===== src/rtl/fetch_unit.sv =====
// fetch_unit: instruction fetch stage feeding the decode path.
// Owns the program counter, issues word fetches over a valid/ready request
// channel, tags each accepted request with its address, and buffers returned
// words in a small prefetch FIFO presented to decode as {pc, instruction}.
// Redirects flush buffered words and drop responses still in flight.
// Optional feature macro: FETCH_MISALIGN_CHECK_EN -- when defined, a redirect
// to a non-word-aligned target sets a sticky misalign_err and halts fetch.
module fetch_unit #(
    parameter logic [31:0] RESET_PC   = 32'h0000_0000,
    parameter int          FIFO_DEPTH = 4
) (
    input  logic        clk,
    input  logic        reset,
    output logic        imem_req_valid,
    output logic [31:0] imem_req_addr,
    input  logic        imem_req_ready,
    input  logic        imem_resp_valid,
    input  logic [31:0] imem_resp_data,
    input  logic        redirect_valid,
    input  logic [31:0] redirect_pc,
    output logic        inst_valid,
    output logic [31:0] inst_pc,
    output logic [31:0] inst_data,
    input  logic        inst_ready,
    output logic        misalign_err
);

    localparam int AW = (FIFO_DEPTH > 1) ? $clog2(FIFO_DEPTH) : 1;
    localparam int CW = AW + 1;
    localparam logic [CW:0] DEPTH_W = (CW + 1)'(FIFO_DEPTH);

    logic [31:0]   fetch_pc;
    logic [CW-1:0] outstanding;
    logic [CW-1:0] drop_cnt;
    logic [CW-1:0] count;
    logic          started;
    logic          halted;

    logic [AW-1:0] rd_ptr;
    logic [AW-1:0] wr_ptr;
    logic [31:0]   fifo_pc   [FIFO_DEPTH];
    logic [31:0]   fifo_data [FIFO_DEPTH];

    logic [AW-1:0] tag_rd;
    logic [AW-1:0] tag_wr;
    logic [31:0]   tag_q [FIFO_DEPTH];

    logic [CW:0]   in_flight;
    logic          req_fire;
    logic          resp_take;
    logic          resp_drop;
    logic          push;
    logic          pop;
    logic [31:0]   redirect_target;

    // Credits cover both buffered words and requests still in memory, so a
    // returning word always has a FIFO slot waiting for it.
    assign in_flight       = {1'b0, count} + {1'b0, outstanding};
    assign imem_req_valid  = started && !halted && !redirect_valid && (in_flight < DEPTH_W);
    assign imem_req_addr   = fetch_pc;
    assign req_fire        = imem_req_valid && imem_req_ready;

    // A response with nothing outstanding is a protocol error and is ignored.
    assign resp_take       = imem_resp_valid && (outstanding != '0);
    assign resp_drop       = resp_take && (drop_cnt != '0);
    assign push            = resp_take && (drop_cnt == '0) && !redirect_valid;
    assign pop             = inst_valid && inst_ready && !redirect_valid;

    assign redirect_target = {redirect_pc[31:2], 2'b00};

    assign inst_valid      = (count != '0);
    assign inst_pc         = fifo_pc[rd_ptr];
    assign inst_data       = fifo_data[rd_ptr];

`ifdef FETCH_MISALIGN_CHECK_EN
    logic misalign_hit;
    assign misalign_hit = redirect_valid && (redirect_pc[1:0] != 2'b00);

    // Latch a sticky error and stop fetching on a misaligned redirect target
    always_ff @(posedge clk or posedge reset) begin
        if (reset) begin
            misalign_err <= 1'b0;
            halted       <= 1'b0;
        end else if (misalign_hit) begin
            misalign_err <= 1'b1;
            halted       <= 1'b1;
        end
    end
`else
    logic unused_redirect_lsbs;
    assign unused_redirect_lsbs = ^redirect_pc[1:0];
    assign misalign_err         = 1'b0;
    assign halted               = 1'b0;
`endif

    // Request-side control: PC, in-flight count and stale-response drop count
    always_ff @(posedge clk or posedge reset) begin
        if (reset) begin
            started     <= 1'b0;
            fetch_pc    <= RESET_PC;
            outstanding <= '0;
            drop_cnt    <= '0;
        end else begin
            started     <= 1'b1;
            outstanding <= outstanding + CW'(req_fire) - CW'(resp_take);
            if (redirect_valid) begin
                fetch_pc <= redirect_target;
                drop_cnt <= outstanding - CW'(resp_take);
            end else begin
                if (req_fire) begin
                    fetch_pc <= fetch_pc + 32'd4;
                end
                if (resp_drop) begin
                    drop_cnt <= drop_cnt - CW'(1);
                end
            end
        end
    end

    // Address tag queue pairing each accepted request with its returning word
    always_ff @(posedge clk or posedge reset) begin
        if (reset) begin
            tag_rd <= '0;
            tag_wr <= '0;
            for (int i = 0; i < FIFO_DEPTH; i++) begin
                tag_q[i] <= '0;
            end
        end else begin
            if (req_fire) begin
                tag_q[tag_wr] <= fetch_pc;
                tag_wr        <= tag_wr + AW'(1);
            end
            if (resp_take) begin
                tag_rd <= tag_rd + AW'(1);
            end
        end
    end

    // Prefetch FIFO of {pc, instruction}; a redirect empties it at once
    always_ff @(posedge clk or posedge reset) begin
        if (reset) begin
            rd_ptr <= '0;
            wr_ptr <= '0;
            count  <= '0;
            for (int i = 0; i < FIFO_DEPTH; i++) begin
                fifo_pc[i]   <= '0;
                fifo_data[i] <= '0;
            end
        end else if (redirect_valid) begin
            rd_ptr <= '0;
            wr_ptr <= '0;
            count  <= '0;
        end else begin
            if (push) begin
                fifo_pc[wr_ptr]   <= tag_q[tag_rd];
                fifo_data[wr_ptr] <= imem_resp_data;
                wr_ptr            <= wr_ptr + AW'(1);
            end
            if (pop) begin
                rd_ptr <= rd_ptr + AW'(1);
            end
            count <= count + CW'(push) - CW'(pop);
        end
    end

endmodule


===== config.mk =====
export PLATFORM = sky130hd
export DESIGN_NAME = fetch_unit
export DESIGN_NICKNAME = d
export VERILOG_FILES = /design/src/rtl/fetch_unit.sv
export SDC_FILE = /design/constraint.sdc
export NUM_CORES = 1
export LEC_CHECK = 0
export CORE_MARGIN = 5
export CORE_UTILIZATION = 25
export DETAILED_ROUTE_END_ITERATION = 12
export REMOVE_ABC_BUFFERS = 1
export SYNTH_ARGS = -nofsm -noshare
export SYNTH_HDL_FRONTEND = slang
export SYNTH_SLANG_ARGS = --single-unit

===== constraint.sdc =====
create_clock -name clk -period 18.3 [get_ports clk]
set_input_delay 4.575 -clock clk [delete_from_list [all_inputs] [get_ports clk]]
set_output_delay 4.575 -clock clk [all_outputs]
set_load 0.02 [all_outputs]

==> results.yml <==
outcome:
  run_status: "complete, no violations"
min_path:
  whs_path_depth: 2
  whs_endpoint: "tag_q[87]"
  min_from: "tag_q[87]"
  hp-class: "reg -> reg"
finish:
  antenna_cells: 0
  drive_gt1_frac: 0.388
  fin_nets: 1488
  instances_no_fill: 2487
  syn2layout_area_growth_pct: 20.1
  fillCellCount: 7833
worst_setup_path:
  r2r_cells: 12
  r2r_slack_ps: 14820
  crit_arrival_ps: 5880
  critPathMaxFanout: 3
  end_kind: "primary output"
  rr_endpoint: "outstanding[2]"
  r2r_start: "outstanding[2]"
  critPathKind: "in -> out"
  startpoint_type: "input port"
  crit_required_ps: 13730
placement:
  dp_slack_ps: 7840
  hpwlAfterDp_um: 31700
  dp_cells: 2395
  place.gp.congestion: 0.753
  portBuffers: 161
cts:
  cts_tree: "done"
  clk_latency_ps: 590
  path_clk_slew_ps: 60
  cts_buffer_depth: 3
  cts-buffers-inserted: 50
  cts_resized: 0
  cts_root_buffer: "clkbuf_16"
  numClockSinks: 416
  post-cts-setup-buffer-count: 0
  cts_htree_levels: 2
  cts_hold_buf: 0
sta:
  fin_setup_tns_ps: 0
  worst_slack_ps: 7850
  fin_crit_sh: 0.571
  maxSlewHeadroom: 0.163
  max_clock_freq_ghz: 0.0957
  setup_viol_count_final: 0
  holdWs_ps: 478
  worst_pin_slew_ps: 1240
  skew_ps: 16.4
  period_needed_ps: 10450
  drv_slew: 0
  rsz0062_at_grt: "no"
  hold_violations: 0
logic_synthesis:
  syn_area_mm2: 0.0200
  synth-edff-count: 0
  yosysWarnings: 0
  avgSynthCellArea_um2: 16.0
  synthTopCellsByCount: "dfrtp_1, mux2_4, mux2_2"
  synth.largest_area_cell: "dfrtp_1"
  synth_compound_area_frac: 0.0296
  synth_ff_type: "dfrtp_1"
  synth-adder-area-share: 0.0139
  ys_ff_latch: 416
  synth_top_family_by_area: "multiplexers"
  seq_area_frac_synth: 0.520
  synth_xor_area_frac: 0.00525
  synth.distinct_cells: 52
  synth_area_leaders: "dfrtp_1, mux2_4, mux4_2, mux2_2, buf_12"
  synthSimpleGateAreaFrac: 0.0393
  synthMostInstantiatedCell: "dfrtp_1"
  yosysTopAreaCellShare: 0.520
  synth_mux_area_frac: 0.345
  synthArstFlopShare: 1.00
  synthCells: 1252
drt:
  routed_wl_um: 50500
  antenna_left: 0
  routed_via_density: 4.48
  dr.first_iter.drc_count: 588
  wl_per_cell_um: 20.3
  drc_errors: 0
  vias: 11200
  drt-pass1-iter-count: 5
global_route:
  grt_pass1_wl_um: 78200
  antenna_found_initial: 2
  grt_overflow: 0
  grt_max_degree: 117
  first_global_vias: 12400
  track_usage: 0.116
floorplan:
  design.core.area_mm2: 0.0791
  die_w_um: 293
  die_area_mm2: 0.0858
  core.rowCount: 103
  start_util: 0.253
  ios: 169
  die_h_um: 293
pwr:
  power.density_mw_per_mm2: 139
  report.power.total_uw: 3350
  p_leak_uw: 0.0105
  ir_drop_mv: 0.0714
run:
  maxCapViolations: 0
critical path: stages:
cell and delay [ps]:
buf_2 150, nor4b_1 330, and3_1 220, clkdlybuf4s50_1 600
area by class of cell:
| type | count | area, um^2 | area share |
|---|---|---|---|
| multi-input combinational | 727 | 8680 | 0.361 |
| clock buffer | 62 | 1360 | 0.0565 |
| tap | 1050 | 1310 | 0.0547 |
| clock inverter | 30 | 424 | 0.0177 |
| inverter | 25 | 101 | 0.00422 |
| sequential | 416 | 10400 | 0.434 |
| timing repair buffer | 177 | 1730 | 0.0719 |
routing by layer:
| layer | vias to the layer above | global-route usage | share of wire |
|---|---|---|---|
| met5 | - | 0 | 0 |
| met4 | 0 | 0.0337 | 0.023 |
| met3 | 67 | 0.0196 | 0.041 |
| met2 | 239 | 0.185 | 0.47 |
| met1 | 5973 | 0.163 | 0.47 |
| li1 | 4874 | - | - |
layout by cell type, fill, tap and decap left out, types with 8 or more instances in the layout:
cell,count
a21oi_1,10
buf_4,16
bufinv_16,9
clkbuf_16,51
clkdlybuf4s50_1,160
clkinv_2,10
dfrtp_1,413
ha_1,19
inv_1,22
mux2_2,106
mux2_4,240
mux4_2,92
nand2_1,64
nand3_1,14
nand4_1,10
nor2_1,21
nor2b_1,8
o211ai_1,10
o21ai_0,47
o311ai_0,10
xnor2_1,9
report_power, final:
part           total (uW)  internal [uW]  switching (uW)
sequential           1290           1130             159
combinational         984            540             444
clock                1080            658             420
total                3350           2320            1020
sequential cells by signal, indices dropped and copies added (netlist names):
name           cells
tag_wr             2
tag_rd             2
imem_req_addr     30
fifo_pc          120
fifo_data        128
outstanding        3
started            1
tag_q            120
count              3
rd_ptr             2
wr_ptr             2
drop_cnt           3
worst max path at each step:
stage,to,startpoint,slack [ps],cells past startpoint
finish,imem_req_valid,redirect_valid,7850,4
CTS,imem_req_valid,redirect_valid,7830,4
global route,imem_req_valid,redirect_valid,7780,4
global placement,imem_req_valid,redirect_valid,7830,4
floorplan,count[0],reset,2150,1
detailed placement,imem_req_valid,redirect_valid,7840,4
cell families (layout without fill, tap and decap cells):
| logic type | after synthesis | count (layout) |
|---|---|---|
| AND/OR/NAND/NOR | 154 | 154 |
| flip-flops | 416 | 416 |
| XOR/XNOR | 12 | 12 |
| buffers and inverters | 113 | 294 |
| AO/OA/AOI/OAI | 93 | 93 |
| other | 2 | 6 |
| adder cells (fa/ha/maj) | 21 | 21 |
| multiplexers | 441 | 441 |
stage by stage:
| stage | area, um^2 | util |
|---|---|---|
| 2_1_floorplan | 19200 | - |
| 3_3_place_gp | 22200 | 0.281 |
| 3_5_place_dp | 22200 | 0.281 |
| 4_1_cts | 24000 | 0.304 |
| 5_1_grt | 24000 | 0.304 |
| 6_report | 24000 | 0.304 |
No activity file was read; power rests on OpenSTA's default activity.
